**config.mk**
```make
export PLATFORM = sky130hd
export DESIGN_NAME = mux_stream_flat
export DESIGN_NICKNAME = d
export VERILOG_FILES = /design/src/rtl/mux_stream_pkg.sv /design/src/rtl/mux_stream_if.sv /design/src/rtl/mux_stream_rr_pick.sv /design/src/rtl/mux_stream.sv /design/src/flat_wrapper.sv
export SDC_FILE = /design/constraint.sdc
export NUM_CORES = 1
export LEC_CHECK = 0
export BUFFER_PORTS_ARGS = -buffer_cell sky130_fd_sc_hd__buf_2
export CORE_MARGIN = 2
export CORE_UTILIZATION = 50
export DETAILED_ROUTE_END_ITERATION = 6
export PLACE_DENSITY = 0.8
export SYNTH_ARGS = -nofsm -noshare
export SYNTH_HDL_FRONTEND = slang
export SYNTH_SLANG_ARGS = --single-unit
```
**constraint.sdc**
```tcl
create_clock -name clk -period 5.25 [get_ports clk]
set_input_delay 0.2625 -clock clk [delete_from_list [all_inputs] [get_ports clk]]
set_output_delay 0.2625 -clock clk [all_outputs]
set_load 0.01 [all_outputs]
```
**src/rtl/mux_stream_pkg.sv**
```systemverilog
//------------------------------------------------------------------------------
// Module   : mux_stream_pkg
// Brief    : Shared types and constants for the mux_stream channel multiplexer.
// Revision : 1.0
//------------------------------------------------------------------------------
`default_nettype none

package mux_stream_pkg;

  typedef enum logic {
    MODE_SEL = 1'b0,
    MODE_RR  = 1'b1
  } mode_e;

  localparam int DEF_WIDTH    = 4;
  localparam int DEF_CHANNELS = 8;
  localparam int XFER_CNT_W   = 16;

endpackage : mux_stream_pkg

`default_nettype wire

```
**src/rtl/mux_stream_if.sv**
```systemverilog
//------------------------------------------------------------------------------
// Module   : mux_stream_if
// Brief    : Channel-side and output-side handshake bundle for mux_stream.
// Revision : 1.0
//------------------------------------------------------------------------------
`default_nettype none

interface mux_stream_if
  import mux_stream_pkg::*;
#(
  parameter int WIDTH    = DEF_WIDTH,
  parameter int CHANNELS = DEF_CHANNELS
);

  localparam int SEL_W = $clog2(CHANNELS);

  logic [CHANNELS*WIDTH-1:0] in_data;
  logic [CHANNELS-1:0]       in_valid;
  logic [CHANNELS-1:0]       in_ready;
  logic [SEL_W:0]            sel;
  logic                      mode;
  logic [WIDTH-1:0]          out_data;
  logic [SEL_W-1:0]          out_chan;
  logic                      out_valid;
  logic                      out_ready;
  logic [XFER_CNT_W-1:0]     xfer_cnt;

  // Environment side: drives channels, select and downstream ready.
  modport master (
    output in_data, in_valid, sel, mode, out_ready,
    input  in_ready, out_data, out_chan, out_valid, xfer_cnt
  );

  // Multiplexer side.
  modport slave (
    input  in_data, in_valid, sel, mode, out_ready,
    output in_ready, out_data, out_chan, out_valid, xfer_cnt
  );

endinterface : mux_stream_if

`default_nettype wire

```
**src/rtl/mux_stream_rr_pick.sv**
```systemverilog
//------------------------------------------------------------------------------
// Module   : rr_pick
// Brief    : First set request at or after a pointer, wrapping at CHANNELS-1.
// Revision : 1.0
//------------------------------------------------------------------------------
`default_nettype none

module rr_pick #(
  parameter int CHANNELS = 8
) (
  input  logic [CHANNELS-1:0]         i_req,
  input  logic [$clog2(CHANNELS)-1:0] i_ptr,
  output logic [$clog2(CHANNELS)-1:0] o_gnt_idx,
  output logic                        o_gnt_vld
);

  localparam int SEL_W = $clog2(CHANNELS);
  localparam logic [SEL_W:0] c_chan_num = (SEL_W+1)'(CHANNELS);

  logic [2*CHANNELS-1:0] w_req2;
  logic [CHANNELS-1:0]   w_rot;
  logic [SEL_W:0]        w_off;
  logic [SEL_W:0]        w_sum;
  logic [SEL_W:0]        w_wrapped;

  // Rotating a doubled copy puts the pointer channel at bit 0.
  assign w_req2 = {i_req, i_req};
  assign w_rot  = CHANNELS'(w_req2 >> i_ptr);

  always_comb begin
    w_off     = '0;
    o_gnt_vld = 1'b0;
    for (int j = CHANNELS - 1; j >= 0; j--) begin
      if (w_rot[j]) begin
        w_off     = (SEL_W+1)'(j);
        o_gnt_vld = 1'b1;
      end
    end
  end

  assign w_sum     = {1'b0, i_ptr} + w_off;
  assign w_wrapped = w_sum - c_chan_num;
  assign o_gnt_idx = (w_sum >= c_chan_num) ? w_wrapped[SEL_W-1:0] : w_sum[SEL_W-1:0];

endmodule : rr_pick

`default_nettype wire

```
**src/rtl/mux_stream.sv**
```systemverilog
//------------------------------------------------------------------------------
// Module   : mux_stream
// Brief    : N-to-1 valid/ready stream mux, explicit select or round-robin,
//            one registered output slot. Optional sticky err via
//            MUX_STREAM_ERR_EN.
// Revision : 1.0
//------------------------------------------------------------------------------
`default_nettype none

module mux_stream
  import mux_stream_pkg::*;
#(
  parameter int WIDTH    = DEF_WIDTH,
  parameter int CHANNELS = DEF_CHANNELS
) (
  input  logic clk,
  input  logic rst_n,
`ifdef MUX_STREAM_ERR_EN
  output logic err,
`endif
  mux_stream_if.slave bus
);

  localparam int SEL_W = $clog2(CHANNELS);

  mode_e                 w_mode;
  logic                  w_slot_free;
  logic                  w_sel_in_range;
  logic [SEL_W-1:0]      w_sel_idx;
  logic [SEL_W-1:0]      w_rr_idx;
  logic                  w_rr_vld;
  logic [SEL_W-1:0]      w_gnt_idx;
  logic                  w_gnt_vld;
  logic [CHANNELS-1:0]   w_in_ready;
  logic                  w_xfer;
  logic [WIDTH-1:0]      w_gnt_data;
  logic [SEL_W-1:0]      w_next_ptr;

  logic [WIDTH-1:0]      r_out_data;
  logic [SEL_W-1:0]      r_out_chan;
  logic                  r_out_valid;
  logic [SEL_W-1:0]      r_ptr;
  logic [XFER_CNT_W-1:0] r_xfer_cnt;

  assign w_mode         = mode_e'(bus.mode);
  assign w_slot_free    = !r_out_valid || bus.out_ready;
  assign w_sel_in_range = int'(bus.sel) < CHANNELS;
  assign w_sel_idx      = bus.sel[SEL_W-1:0];

  rr_pick #(
    .CHANNELS (CHANNELS)
  ) u_rr_pick (
    .i_req     (bus.in_valid),
    .i_ptr     (r_ptr),
    .o_gnt_idx (w_rr_idx),
    .o_gnt_vld (w_rr_vld)
  );

  // Ready is offered only to the channel the current mode points at.
  always_comb begin
    w_gnt_idx  = w_sel_idx;
    w_gnt_vld  = 1'b0;
    w_in_ready = '0;
    if (w_mode == MODE_RR) begin
      w_gnt_idx = w_rr_idx;
      w_gnt_vld = w_rr_vld;
      if (w_rr_vld) begin
        w_in_ready[w_rr_idx] = w_slot_free;
      end
    end else if (w_sel_in_range) begin
      w_gnt_vld              = bus.in_valid[w_sel_idx];
      w_in_ready[w_sel_idx]  = w_slot_free;
    end
    if (!rst_n) begin
      w_in_ready = '0;
    end
  end

  assign w_xfer     = w_gnt_vld && w_slot_free && rst_n;
  assign w_gnt_data = bus.in_data[int'(w_gnt_idx)*WIDTH +: WIDTH];
  assign w_next_ptr = (int'(w_gnt_idx) == CHANNELS - 1) ? '0 : w_gnt_idx + SEL_W'(1);

  always_ff @(posedge clk or negedge rst_n) begin
    if (!rst_n) begin
      r_out_data  <= '0;
      r_out_chan  <= '0;
      r_out_valid <= 1'b0;
      r_ptr       <= '0;
      r_xfer_cnt  <= '0;
    end else if (w_xfer) begin
      r_out_data  <= w_gnt_data;
      r_out_chan  <= w_gnt_idx;
      r_out_valid <= 1'b1;
      r_xfer_cnt  <= r_xfer_cnt + XFER_CNT_W'(1);
      if (w_mode == MODE_RR) begin
        r_ptr <= w_next_ptr;
      end
    end else if (bus.out_ready) begin
      r_out_valid <= 1'b0;
    end
  end

`ifdef MUX_STREAM_ERR_EN
  logic r_err;

  always_ff @(posedge clk or negedge rst_n) begin
    if (!rst_n) begin
      r_err <= 1'b0;
    end else if (w_mode == MODE_SEL && !w_sel_in_range) begin
      r_err <= 1'b1;
    end
  end

  assign err = r_err;
`endif

  assign bus.in_ready  = w_in_ready;
  assign bus.out_data  = r_out_data;
  assign bus.out_chan  = r_out_chan;
  assign bus.out_valid = r_out_valid;
  assign bus.xfer_cnt  = r_xfer_cnt;

endmodule : mux_stream

`default_nettype wire

```
**src/flat_wrapper.sv**
```systemverilog
// flat-port wrapper written by rule: the top's interface ports become plain ports
module mux_stream_flat import mux_stream_pkg::*;
#(
  parameter int WIDTH    = DEF_WIDTH,
  parameter int CHANNELS = DEF_CHANNELS
)
  (clk, rst_n, bus_in_data, bus_in_valid, bus_sel, bus_mode, bus_out_ready, bus_in_ready, bus_out_data, bus_out_chan, bus_out_valid, bus_xfer_cnt);
  mux_stream_if #(.WIDTH(WIDTH), .CHANNELS(CHANNELS)) bus_i ();
  input  logic clk;
  input  logic rst_n;
  input wire logic [$bits(bus_i.in_data)-1:0] bus_in_data;
  input wire logic [$bits(bus_i.in_valid)-1:0] bus_in_valid;
  input wire logic [$bits(bus_i.sel)-1:0] bus_sel;
  input wire logic [$bits(bus_i.mode)-1:0] bus_mode;
  input wire logic [$bits(bus_i.out_ready)-1:0] bus_out_ready;
  output wire logic [$bits(bus_i.in_ready)-1:0] bus_in_ready;
  output wire logic [$bits(bus_i.out_data)-1:0] bus_out_data;
  output wire logic [$bits(bus_i.out_chan)-1:0] bus_out_chan;
  output wire logic [$bits(bus_i.out_valid)-1:0] bus_out_valid;
  output wire logic [$bits(bus_i.xfer_cnt)-1:0] bus_xfer_cnt;
  assign bus_i.in_data = bus_in_data;
  assign bus_i.in_valid = bus_in_valid;
  assign bus_i.sel = bus_sel;
  assign bus_i.mode = bus_mode;
  assign bus_i.out_ready = bus_out_ready;
  assign bus_in_ready = bus_i.in_ready;
  assign bus_out_data = bus_i.out_data;
  assign bus_out_chan = bus_i.out_chan;
  assign bus_out_valid = bus_i.out_valid;
  assign bus_xfer_cnt = bus_i.xfer_cnt;
  mux_stream #(.WIDTH(WIDTH), .CHANNELS(CHANNELS)) u_core (.clk(clk), .rst_n(rst_n), .bus(bus_i));
endmodule
```
== Word level (Yosys, flattened, before mapping) ==
Cells that the tools add are included.

* Shift operators: 2
* Add/subtract/negate cells: 4
* Reductions and logical operators: 8
* Bitwise gates (word level): 2
* Equal/unequal tests: 1
* Multiplexer cells: 33
* $lt $le $gt $ge: 6

{| class="wikitable"
|+ Operators with widths
! cell !! number
|-
| two-way mux 8 bit || 4
|-
| variable part select 32 x 6 -> 4 bit || 1
|-
| two-way mux 4 bit || 7
|-
| adder 16 x 1 -> 16 bit (second input constant) || 1
|-
| AND 8 bit || 2
|-
| >> shifter 16 x 3 -> 8 bit || 1
|-
| two-way mux 1 bit || 15
|-
| two-way mux 3 bit || 4
|-
| less-than comparator 3 x 4 -> 1 bit (second input constant) || 2
|-
| demux 1 bit (select 3 bit) || 2
|-
| greater-or-equal comparator 3 x 1 -> 1 bit (second input constant) || 2
|-
| adder 3 x 4 -> 4 bit || 1
|-
| greater-or-equal comparator 4 bit (second input constant) || 1
|-
| logical AND 1 bit || 4
|-
| less-than comparator 4 bit (second input constant) || 1
|-
| adder 3 x 1 -> 3 bit (second input constant) || 1
|-
| binary-select mux 1 bit (select 3 bit) || 1
|-
| equality test 3 x 1 -> 1 bit (second input constant) || 1
|-
| subtractor 3 x 1 -> 3 bit (second input constant) || 1
|-
| AND reduction 2 bit || 1
|-
| nonzero test 2 bit || 1
|-
| logical NOT 1 bit || 1
|-
| logical OR 1 bit || 1
|}

* Bits in registers: 27
* Input port bits: 48
* Output and inout bits: 32
* Logic and storage cells: 61

== Depth between registers and ports, before layout ==
Gate-level depths: netlist of the first run.

* Depth after elaboration: 20
* Depth in mapped cells: 18
* Mapped depth without buffers: 15

== Hierarchy ==
Synthesis of the first run repeated with hierarchy kept, for this count alone.

* Cell total of the unflattened synthesis: 287
* Area, all modules: 2635.0 um^2

{| class="wikitable"
|+ By module, submodules not included
! module !! sequential area each (um^2) !! times used !! area each (um^2) !! cells an instance
|-
| mux_stream || 675.6 || 1 || 1791.7 || 176
|-
| rr_pick || 0.0 || 1 || 843.3 || 111
|}

== Worst setup path before layout of the first run ==
No wires, ideal clock.

* Kind: register to register
* Start point: register u_core.r_ptr[1]
* End point: register u_core.r_ptr[1]
* Path buffers: 2
* Setup time: 84 ps
* Arrival time: 3858 ps
* Setup slack: 1307 ps
* Cell stages (with the launch flop): 18
* Period minus slack after synthesis: 3943 ps
* Data required time: 5166 ps
* Path through: dfrtp_1 > buf_2 > mux2_2 > mux2i_1 > o41ai_1 > a311oi_1 > a211oi_1 > o21ai_0 > o21ai_0 > ha_1 > fa_1 > mux2i_1 > clkbuf_1 > inv_1 > ha_1 > ha_1 > nand2b_1 > o21ai_0

* Cells in the longest elaborated chain, start to end: 15
* Elaborated cells on any way between the ends: 29
* Those cells by class: add/sub (3); order compare (1); eq/ne (1); shift (1); mux (20); reduce/logical (3)

{| class="wikitable"
|+ RTL lines
! what !! line !! source
|-
| start, declared || mux_stream.sv:42 || <nowiki>logic [SEL_W-1:0] r_ptr;</nowiki>
|-
| start signal, assigned || mux_stream.sv:96 || <nowiki>r_ptr <= w_next_ptr;</nowiki>
|-
| >> shifter 16 x 3 -> 8 bit || mux_stream_rr_pick.sv:28 || <nowiki>assign w_rot = CHANNELS'(w_req2 >> i_ptr);</nowiki>
|-
| two-way mux 3 bit || mux_stream_rr_pick.sv:34 || <nowiki>if (w_rot[j]) begin</nowiki>
|-
| two-way mux 4 bit (7 in a row) || mux_stream_rr_pick.sv:34 ||
|-
| adder 3 x 4 -> 4 bit * || mux_stream_rr_pick.sv:41 || <nowiki>assign w_sum = {1'b0, i_ptr} + w_off;</nowiki>
|-
| greater-or-equal comparator 4 bit / subtractor 3 x 1 -> 3 bit (equally long branches) || mux_stream_rr_pick.sv:43, mux_stream_rr_pick.sv:42 ||
|-
| two-way mux 3 bit * || mux_stream_rr_pick.sv:43 || <nowiki>assign o_gnt_idx = (w_sum >= c_chan_num) ? w_wrapped[SEL_W-1:0] : w_sum[SEL_W-1:0];</nowiki>
|-
| two-way mux 3 bit * || mux_stream.sv:64 || <nowiki>if (w_mode == MODE_RR) begin</nowiki>
|-
| via u_core.w_gnt_idx[1] || mux_stream.sv:32 || <nowiki>logic [SEL_W-1:0] w_gnt_idx;</nowiki>
|-
| adder 3 x 1 -> 3 bit / equality test 3 x 1 -> 1 bit (equally long branches) || mux_stream.sv:81 || <nowiki>assign w_next_ptr = (int'(w_gnt_idx) == CHANNELS - 1) ? '0 : w_gnt_idx + SEL_W'(1);</nowiki>
|-
| two-way mux 3 bit * || mux_stream.sv:81 ||
|}

Mark *: on every way through the listed nets, which the timed path passes. The rest lies on a longest branch.
A chain may end at the register's enable or synchronous reset.

== Worst setup path after layout of the first run ==
* Start point: register u_core.r_ptr[1]
* End point: output port bus_in_ready[4]

* Cells in the longest elaborated chain, start to end: 20
* Elaborated cells on any way between the ends: 30
* Those cells by class: add/sub (2); order compare (3); shift (1); mux (22); bitwise (1); reduce/logical (1)

{| class="wikitable"
|+ RTL lines
! what !! line !! source
|-
| >> shifter 16 x 3 -> 8 bit || mux_stream_rr_pick.sv:28 ||
|-
| two-way mux 3 bit || mux_stream_rr_pick.sv:34 ||
|-
| two-way mux 4 bit (7 in a row) || mux_stream_rr_pick.sv:34 ||
|-
| adder 3 x 4 -> 4 bit || mux_stream_rr_pick.sv:41 ||
|-
| greater-or-equal comparator 4 bit / subtractor 3 x 1 -> 3 bit (equally long branches) || mux_stream_rr_pick.sv:43, mux_stream_rr_pick.sv:42 ||
|-
| two-way mux 3 bit || mux_stream_rr_pick.sv:43 ||
|-
| less-than comparator 3 x 4 -> 1 bit (implied by the code) / greater-or-equal comparator 3 x 1 -> 1 bit (equally long branches) || mux_stream.sv:68 || <nowiki>w_in_ready[w_rr_idx] = w_slot_free;</nowiki>
|-
| logical AND 1 bit (implied by the code) || mux_stream.sv:68 ||
|-
| two-way mux 1 bit (implied by the code) || mux_stream.sv:68 ||
|-
| demux 1 bit (select 3 bit) || - ||
|-
| AND 8 bit (no source line) || - ||
|-
| two-way mux 8 bit * || mux_stream.sv:67 || <nowiki>if (w_rr_vld) begin</nowiki>
|-
| two-way mux 8 bit * || mux_stream.sv:64 ||
|-
| two-way mux 8 bit * || mux_stream.sv:74 || <nowiki>if (!rst_n) begin</nowiki>
|-
| end, declared || flat_wrapper.sv:16 || <nowiki>output wire logic [$bits(bus_i.in_ready)-1:0] bus_in_ready;</nowiki>
|}

Mark *: on every way between the ends. The rest lies on a longest branch, timed or not.

==> results.cfg, run 1 <==
[outcome]
status = finished, final reports clean

[logic_synthesis]
ys_top_cells_by_count = dfrtp_1, nand2_1, nor2_1
synth_cells = 242
synth_cell_types = 57
synth.avg_cell_area_sq_um = 9.23
synth_ff_type = dfrtp_1
ys_seq_area_share_pct = 30.3
synthArstFlopShare_pct = 100
post-synth-top-count-cell = dfrtp_1
synth_warnings = 0
yosysTopAreaCellShare_pct = 30.3
synth_area_leaders = dfrtp_1, mux4_2, mux2i_1
syn_area_sq_mm = 0.00223
synth_seq_cells = 27
synth-edff-count = 0
synth_top_cell_by_area = dfrtp_1
synth_nets = 295

[floorplan]
die_w_microns = 70.8
core_area_sq_mm = 0.00432
ios = 80
row_count = 24
start_util_pct = 51.6
dieArea_sq_mm = 0.00502
die_h_microns = 70.8

[drt]
wl_met1_microns = 2380
drtPass1Iterations = 4
drtAntennaViolNets = 0
routed.top_layer = met4
wl_microns = 5560
vias_per_cell = 5.86
wl_per_cell_microns = 15.1
wl_met3_microns = 425
drc = 0
drt_iter0_drc = 121
met2_length_microns = 2660
vias = 2151

[global_route]
grt_max_degree = 31
globalRouteOverflowTotal = 0
grt_antenna_before_repair = 0
grt_pass1_vias = 2113
grt_usage_pct = 22.9
grt_pass1_wl_microns = 9330

[setup_path]
max_stage_delay_ns = 0.84
cp.depth = 12
critical_path_class = flop to output pin
ff2ff_path_depth = 16
path_cells = mux2_2 > mux2i_1 > o41ai_1 > a311oi_1 > a211oi_1 > o21ai_0 > o21ai_0 > ha_1 > fa_1 > or3_1 > o32ai_1 > buf_2
crit_family = compound AO/OA/AOI/OAI gates
crit_fanout = 25
worstPathArrival_ns = 4.15
crit_path_frequent_cell = o21ai_0
cp-startpoint = u_core.r_ptr[1]
ff2ff_setup_slack_ns = 0.94
worst-path-buf-inv = 1
timing.rr.end = u_core.r_ptr[1]
worstSetupStartpointType = flop
critPathCaptureType = output pin
worst_ep_required_time_ns = 4.99
r2r-start = u_core.r_ptr[1]
crit_path_end = bus_in_ready[4]
cp_slowest_cell = dfrtp_1

[cts]
cts_resized = 0
clockRootBuffer = clkbuf_8
cts_buffers = 3
cts_tree = yes
cts_hold_buf = 0
htreeDepth = 1
path_clk_slew_ns = 0.09
clkLatencyLatePin_ns = 0.28
cts_setup_buffers = 0
clock_sinks = 27
cts.path.max_buffers = 2

[power]
clockPowerShare_pct = 9.4
p_per_area_mw_per_mm2 = 478
power_frac_comb_pct = 63.0
total_power_mw = 1.29
power_switching_mw = 0.592
pwr-share-seq_pct = 27.6
netSwitchingFraction_pct = 45.9
peakVddDrop_uv = 312
p_leak_nw = 1.29
p_int_mw = 0.697

[final_layout]
post_route_cells_drive_above_1_share_pct = 34.3
synthToLayoutAreaGrowth_pct = 20.8
fillers = 394
diodes = 0
fin_nets = 369

[sta]
finalClockSkew_ns = 0.00247
finalCritPeriodShare_pct = 84.0
drv_slew = 0
max_slew_margin_pct = 47.1
rsz0062_at_grt = false
hold_viol = 0
fmax_mhz = 227
fin_setup_tns_ns = 0
period_needed_ns = 4.41
worst_pin_slew_ns = 0.793
setup_violations = 0

[place]
place.gp.congestion = 1.05
io_buffers = 79
place_hpwl_microns = 4350

[job]
cap_viol_max_count = 0

[worst_hold_path]
worstHoldPathType = primary input to async pin
==> power by group through the flow <==
stage	registers (mW)	clock network (mW)	logic, mW
3_5_place_dp	0.359	0	0.802
5_1_grt	0.368	0.134	0.906
6_report	0.356	0.121	0.812
2_1_floorplan	0.341	0	0.606
4_1_cts	0.356	0.125	0.811
3_3_place_gp	0.356	0	0.787
==> flip-flops by register name (all words and copies together) (netlist names) <==
register,count
u_core.r_ptr,3
u_core.bus.xfer_cnt,16
u_core.bus.out_data,4
u_core.bus.out_chan,3
u_core.bus.out_valid,1
==> worst min path at each step <==
stage,from,end
after floorplan,rst_n,u_core.bus.out_chan[0]
after global placement,rst_n,u_core.bus.xfer_cnt[10]
after detailed placement,rst_n,u_core.bus.xfer_cnt[11]
after CTS,rst_n,u_core.bus.xfer_cnt[11]
after global routing,rst_n,u_core.bus.xfer_cnt[9]
final,rst_n,u_core.bus.xfer_cnt[9]
==> layer usage <==
layer | up-vias | track usage [%]
met5 | - | 0
met3 | 8 | 4.99
li1 | 1045 | -
met2 | 88 | 39.5
met1 | 1010 | 28.6
met4 | 0 | 7.34
==> worst reg2reg max path, cell delays in order, from the launching register on <==
cell	delay, ns
dfrtp_1	0.84
mux2_2	0.47
mux2i_1	0.28
o41ai_1	0.13
a311oi_1	0.37
a211oi_1	0.11
o21ai_0	0.16
o21ai_0	0.11
ha_1	0.21
fa_1	0.51
mux2i_1	0.17
buf_4	0.21
inv_1	0.06
ha_1	0.18
ha_1	0.18
nand2b_1	0.13
o21ai_0	0.13
==> kinds of logic after synthesis <==
| group | Yosys count | synth area share [%] |
|---|---|---|
| AO/OA/AOI/OAI | 61 | 18.7 |
| XOR/XNOR | 17 | 6.67 |
| adder cells (fa/ha/maj) | 5 | 3.14 |
| buffers and inverters | 24 | 4.82 |
| flip-flops | 27 | 30.3 |
| multiplexers | 26 | 16.4 |
| AND/OR/NAND/NOR | 82 | 20.1 |
==> final cells by class <==
class	count	area (sq um)	area share, %
clock buffers	3	41.3	1.53
clock inverters	1	7.51	0.278
inverters	12	45.0	1.67
multi-input cells	191	1450	53.9
flip-flops and latches	27	676	25.0
well taps	52	65.1	2.41
repair buffers	81	410	15.2
==> placed cells by master (no fill, tap or decap), types with 2 or more instances in the layout <==
cell type,n
a211oi_1,7
a21oi_1,11
a311oi_1,2
a31oi_1,2
and3_1,4
buf_2,79
buf_4,2
clkbuf_8,3
dfrtp_1,27
ha_1,4
inv_1,11
mux2_2,4
mux2i_1,13
mux4_2,8
nand2_1,23
nand2b_1,7
nand3_1,7
nand4_1,4
nor2_1,17
nor2b_1,4
o211ai_1,3
o21a_1,3
o21ai_0,13
o22ai_1,5
o32ai_1,2
or3_1,3
xnor2_1,14
xor2_1,3
==> metrics by stage <==
stage	instances	hold WS (ns)	util, %	setup slack [ns]	instance area (sq um)
after global routing	367	0.0408	62.4	0.583	2700
after detailed placement	363	0.325	61.3	1.06	2650
after floorplan	242	-0.0331	-	1.31	2230
after global placement	363	0.317	61.3	1.27	2650
final	367	0.00130	62.4	0.842	2700
after CTS	367	0.0128	62.4	0.916	2700
No activity file was read; power rests on OpenSTA's default activity.
==> run 2: changes to the inputs <==
Settings changed: CORE_UTILIZATION 50 to 45, PLACE_DENSITY 0.8 to 0.76.
Clock period 5.25 ns to 3.65 ns, I/O delays scaled along.
==> results.cfg, run 2 (same netlist as run 1, synthesis figures left out) <==
[drt]
wl_per_cell_microns = 14.6
drtAntennaViolNets = 0
vias_per_cell = 5.68
drtPass1Iterations = 4
drc = 0
wl_microns = 5770
vias = 2251
drt_iter0_drc = 272

[cts]
cts.path.max_buffers = 2
clockRootBuffer = clkbuf_8
cts_tree = yes
clkLatencyLatePin_ns = 0.27
htreeDepth = 1
cts_buffers = 3
path_clk_slew_ns = 0.09
clock_sinks = 27

[outcome]
status = finished, final reports clean

[place]
dpl_cell_area_sq_mm = 0.00276
place_ws_ns = 0.0576
place_hpwl_microns = 4280
io_buffers = 79
place.gp.congestion = 1.02

[sta]
setup_ws_ns = 0.00148
fin_hold_ws_ns = 0.298
hold_viol = 0
fin_setup_tns_ns = 0
finalCritPeriodShare_pct = 100
max_slew_margin_pct = 45.1
fmax_mhz = 274
rsz0062_at_grt = true
finalClockSkew_ns = 0.00156
drv_slew = 0
setup_violations = 0
worst_pin_slew_ns = 0.823
period_needed_ns = 3.65

[floorplan]
die_w_microns = 74.5
dieArea_sq_mm = 0.00554
start_util_pct = 47.0
die_h_microns = 74.5
ios = 80
row_count = 25
core_area_sq_mm = 0.00475

[final_layout]
fin_nets = 383
diodes = 0
design_area_sq_mm = 0.00294
layout_commonest_cell = buf_2
synthToLayoutAreaGrowth_pct = 31.6
largest_reg_flops = 16
post_route_cells_drive_above_1_share_pct = 40.1
most-common-layout-cells = buf_2, dfrtp_1, nand2_1
fillers = 410

[setup_path]
crit_fanout = 4
critical_path_class = flop to output pin
worstPathArrival_ns = 3.47
worstSetupStartpointType = flop
worst_ep_required_time_ns = 3.47
critPathCaptureType = output pin

[worst_hold_path]
worstHoldPathType = primary input to flop

[global_route]
grt_max_degree = 31
grt_usage_pct = 20.5
globalRouteOverflowTotal = 0
grt_antenna_before_repair = 0
grt_pass1_wl_microns = 9100
grt_pass1_vias = 2045

[job]
cap_viol_max_count = 0

[power]
peakVddDrop_uv = 550
total_power_mw = 2.14
p_leak_nw = 1.38
p_per_area_mw_per_mm2 = 729
run 2: area by class of cell:
type                            instances  area, sq um  share of cell area, %
Tap cell                               67         83.8                   2.85
Sequential cell                        27          677                   23.0
Multi-Input combinational cell        191         1550                   52.6
Timing Repair Buffer                   95          543                   18.5
Inverter                               12         45.0                   1.53
Clock buffer                            4         45.0                   1.53
run 2: what timing repair did:
action | in CTS | in global routing
buffers inserted | 2 | 4
hold endpoints to repair | 27 | 0
endpoints found under the setup margin | 2 | 15
hold buffers | 1 | 0
resized for setup | 6 | 13
pin swaps | 2 | 3
run 2: where the power goes:
part	total, mW	switching, mW	internal [mW]
logic	1.50	0.760	0.741
registers	0.476	0.0912	0.385
clock network	0.166	0.0875	0.0781
run 2: metrics by stage:
stage	instances	util, %
2_1_floorplan	242	-
3_3_place_gp	385	58.0
3_5_place_dp	385	58.0
4_1_cts	392	59.9
5_1_grt	396	61.8
6_report	396	61.8
run 2: routing by layer:
| metal | GRT usage, % | vias to the layer above | routed length (microns) |
|---|---|---|---|
| met5 | 0 | - | 0 |
| met4 | 3.37 | 0 | 82 |
| met3 | 3.25 | 8 | 453 |
| met2 | 35.8 | 112 | 2910 |
| met1 | 27.2 | 1057 | 2320 |
| li1 | - | 1074 | - |
run 2: worst paths after layout:
check	from	to	slack, ns	cells past startpoint
max	u_core.r_ptr[1]	bus_in_ready[0]	0.001	11
min	bus_out_ready	u_core.bus.out_valid	0.30	3
max reg2reg	u_core.r_ptr[1]	u_core.bus.out_data[1]	0.12	13
min reg2reg	u_core.bus.xfer_cnt[15]	u_core.bus.xfer_cnt[15]	0.47	1
max in group asynchronous	rst_n	u_core.r_ptr[0]	2.90	3
min in group asynchronous	rst_n	u_core.bus.xfer_cnt[9]	0.45	3
run 2: critical path: stages (launching register included):
cell	delay, ns
dfrtp_1	0.43
mux2_4	0.36
o41ai_4	0.39
a311oi_2	0.11
a311oi_2	0.28
o21ai_1	0.08
o21ai_1	0.15
ha_2	0.20
fa_2	0.48
or3_4	0.40
o32ai_1	0.13
buf_2	0.17
==> run 3: changes to the inputs <==
Settings changed: CORE_MARGIN 2 to 1, CTS_CLUSTER_DIAMETER set to 200.
==> results.cfg, run 3 (same netlist as run 1, synthesis figures left out) <==
[floorplan]
die_w_microns = 72.5
ios = 80
row_count = 25
die_h_microns = 72.5
start_util_pct = 47.0
dieArea_sq_mm = 0.00525
core_area_sq_mm = 0.00475

[cts]
clock_sinks = 27
cts_tree = yes
htreeDepth = 1
cts_buffers = 3
clkLatencyLatePin_ns = 0.27
cts.path.max_buffers = 2
clockRootBuffer = clkbuf_8
path_clk_slew_ns = 0.09

[power]
power_switching_mw = 0.913
p_int_mw = 1.17
p_per_area_mw_per_mm2 = 714
power_frac_comb_pct = 68.9
clockPowerShare_pct = 8.0
peakVddDrop_uv = 671
netSwitchingFraction_pct = 43.9
pwr-share-seq_pct = 23.2
total_power_mw = 2.08
p_leak_nw = 1.36

[place]
place.gp.congestion = 0.998
io_buffers = 79
dpl_cell_area_sq_mm = 0.00276
place_hpwl_microns = 4250
place_ws_ns = 0.131

[setup_path]
worstSetupStartpointType = flop
ff2ff_setup_slack_ns = 0.18
timing.rr.end = u_core.bus.out_data[2]
critical_path_class = flop to output pin
ff2ff_path_depth = 15
crit_fanout = 8
critPathCaptureType = output pin
worstPathArrival_ns = 3.45
r2r-start = u_core.r_ptr[1]
worst_ep_required_time_ns = 3.47

[sta]
max_slew_margin_pct = 46.6
finalClockSkew_ns = 0.00222
fmax_mhz = 275
hold_viol = 0
setup_violations = 0
drv_slew = 0
finalCritPeriodShare_pct = 99.5
setup_ws_ns = 0.0196
fin_setup_tns_ns = 0
period_needed_ns = 3.63
rsz0062_at_grt = true
worst_pin_slew_ns = 0.800

[outcome]
status = finished, final reports clean

[final_layout]
synthToLayoutAreaGrowth_pct = 30.5
most-common-layout-cells = buf_2, dfrtp_1, nand2_1
layout_commonest_cell = buf_2
utilization_pct = 61.3
diodes = 0
fin_nets = 379
post_route_cells_drive_above_1_share_pct = 40.3
design_area_sq_mm = 0.00291
largest_reg_flops = 16

[global_route]
grt-busiest-layer = met2
use_met1_pct = 27.2
grt_use_met3_pct = 4.58
grtUsageMet2_pct = 37.5
grt_usage_pct = 21.5
grt_pass1_vias = 2013
grt_pass1_wl_microns = 8930
globalRouteOverflowTotal = 0
grt_max_degree = 31
grt_antenna_before_repair = 0

[drt]
wl_microns = 5530
drtAntennaViolNets = 0
drtPass1Iterations = 4
drt_iter0_drc = 150
drc = 0
wl_per_cell_microns = 14.1
vias_per_cell = 5.68
vias = 2225

[worst_hold_path]
worstHoldPathType = primary input to flop
worstHoldStart = bus_out_ready
min_path_cells = 3
hold_path_end = u_core.bus.out_valid

[job]
cap_viol_max_count = 0
## run 3: per-layer routing
metal	share of wire, %	vias to the layer above
li1	-	1059
met3	6.8	17
met4	2.6	0
met5	0	-
met2	49	100
met1	42	1049
## run 3: how the worst max path moves through the flow
stage | end | start | slack (ns) | cells after the start
after CTS | bus_in_ready[0] | u_core.r_ptr[1] | 0.004 | 12
after detailed placement | u_core.bus.out_data[0] | u_core.r_ptr[1] | 0.13 | 14
after global routing | bus_in_ready[0] | u_core.r_ptr[1] | -0.13 | 13
after floorplan | u_core.r_ptr[1] | u_core.r_ptr[1] | 0.02 | 16
final | bus_in_ready[0] | u_core.r_ptr[1] | 0.02 | 13
after global placement | u_core.bus.out_data[0] | u_core.r_ptr[0] | 0.19 | 13
## run 3: what timing repair did
action | in CTS | in global routing
setup endpoints to repair | 2 | 14
gates resized for setup | 4 | 19
endpoints found under the hold margin | 27 | 0
buffers inserted | 1 | 1
hold buffers | 1 | 0
pin swaps | 1 | 6
## run 3: power groups by stage
stage / Clock [mW] / Sequential, mW / Combinational, mW
after global routing: 0.185 / 0.497 / 1.58
after global placement: 0 / 0.478 / 1.29
after detailed placement: 0 / 0.484 / 1.32
final: 0.165 / 0.482 / 1.43
after floorplan: 0 / 0.490 / 0.921
after CTS: 0.171 / 0.478 / 1.35
## run 3: worst max-delay path: stages, from the launching register on
cell and delay, ns:
dfrtp_2 0.42, buf_4 0.13, buf_4 0.15, nand2b_1 0.17, a21boi_1 0.36, a31oi_1 0.18
a211oi_2 0.18, o21ai_1 0.08, o21ai_1 0.11, ha_2 0.21, fa_2 0.47, or3_4 0.43
o32ai_2 0.12, buf_2 0.16
## run 3: final cells by class
cell class	count	area, sq um
Tap cell	67	83.8
Fill cell	430	1840
Sequential cell	27	678
Inverter	12	45.0
Clock buffer	3	41.3
Multi-Input combinational cell	191	1550
Timing Repair Buffer	91	513
Clock inverter	1	5.00
## run 3: per-stage QoR
| step | hold WS (ns) | cells |
|---|---|---|
| 6_report | 0.371 | 392 |
| 5_1_grt | 0.381 | 392 |
| 4_1_cts | 0.346 | 391 |
| 3_5_place_dp | 0.243 | 385 |
| 3_3_place_gp | 0.246 | 385 |
| 2_1_floorplan | -0.113 | 242 |
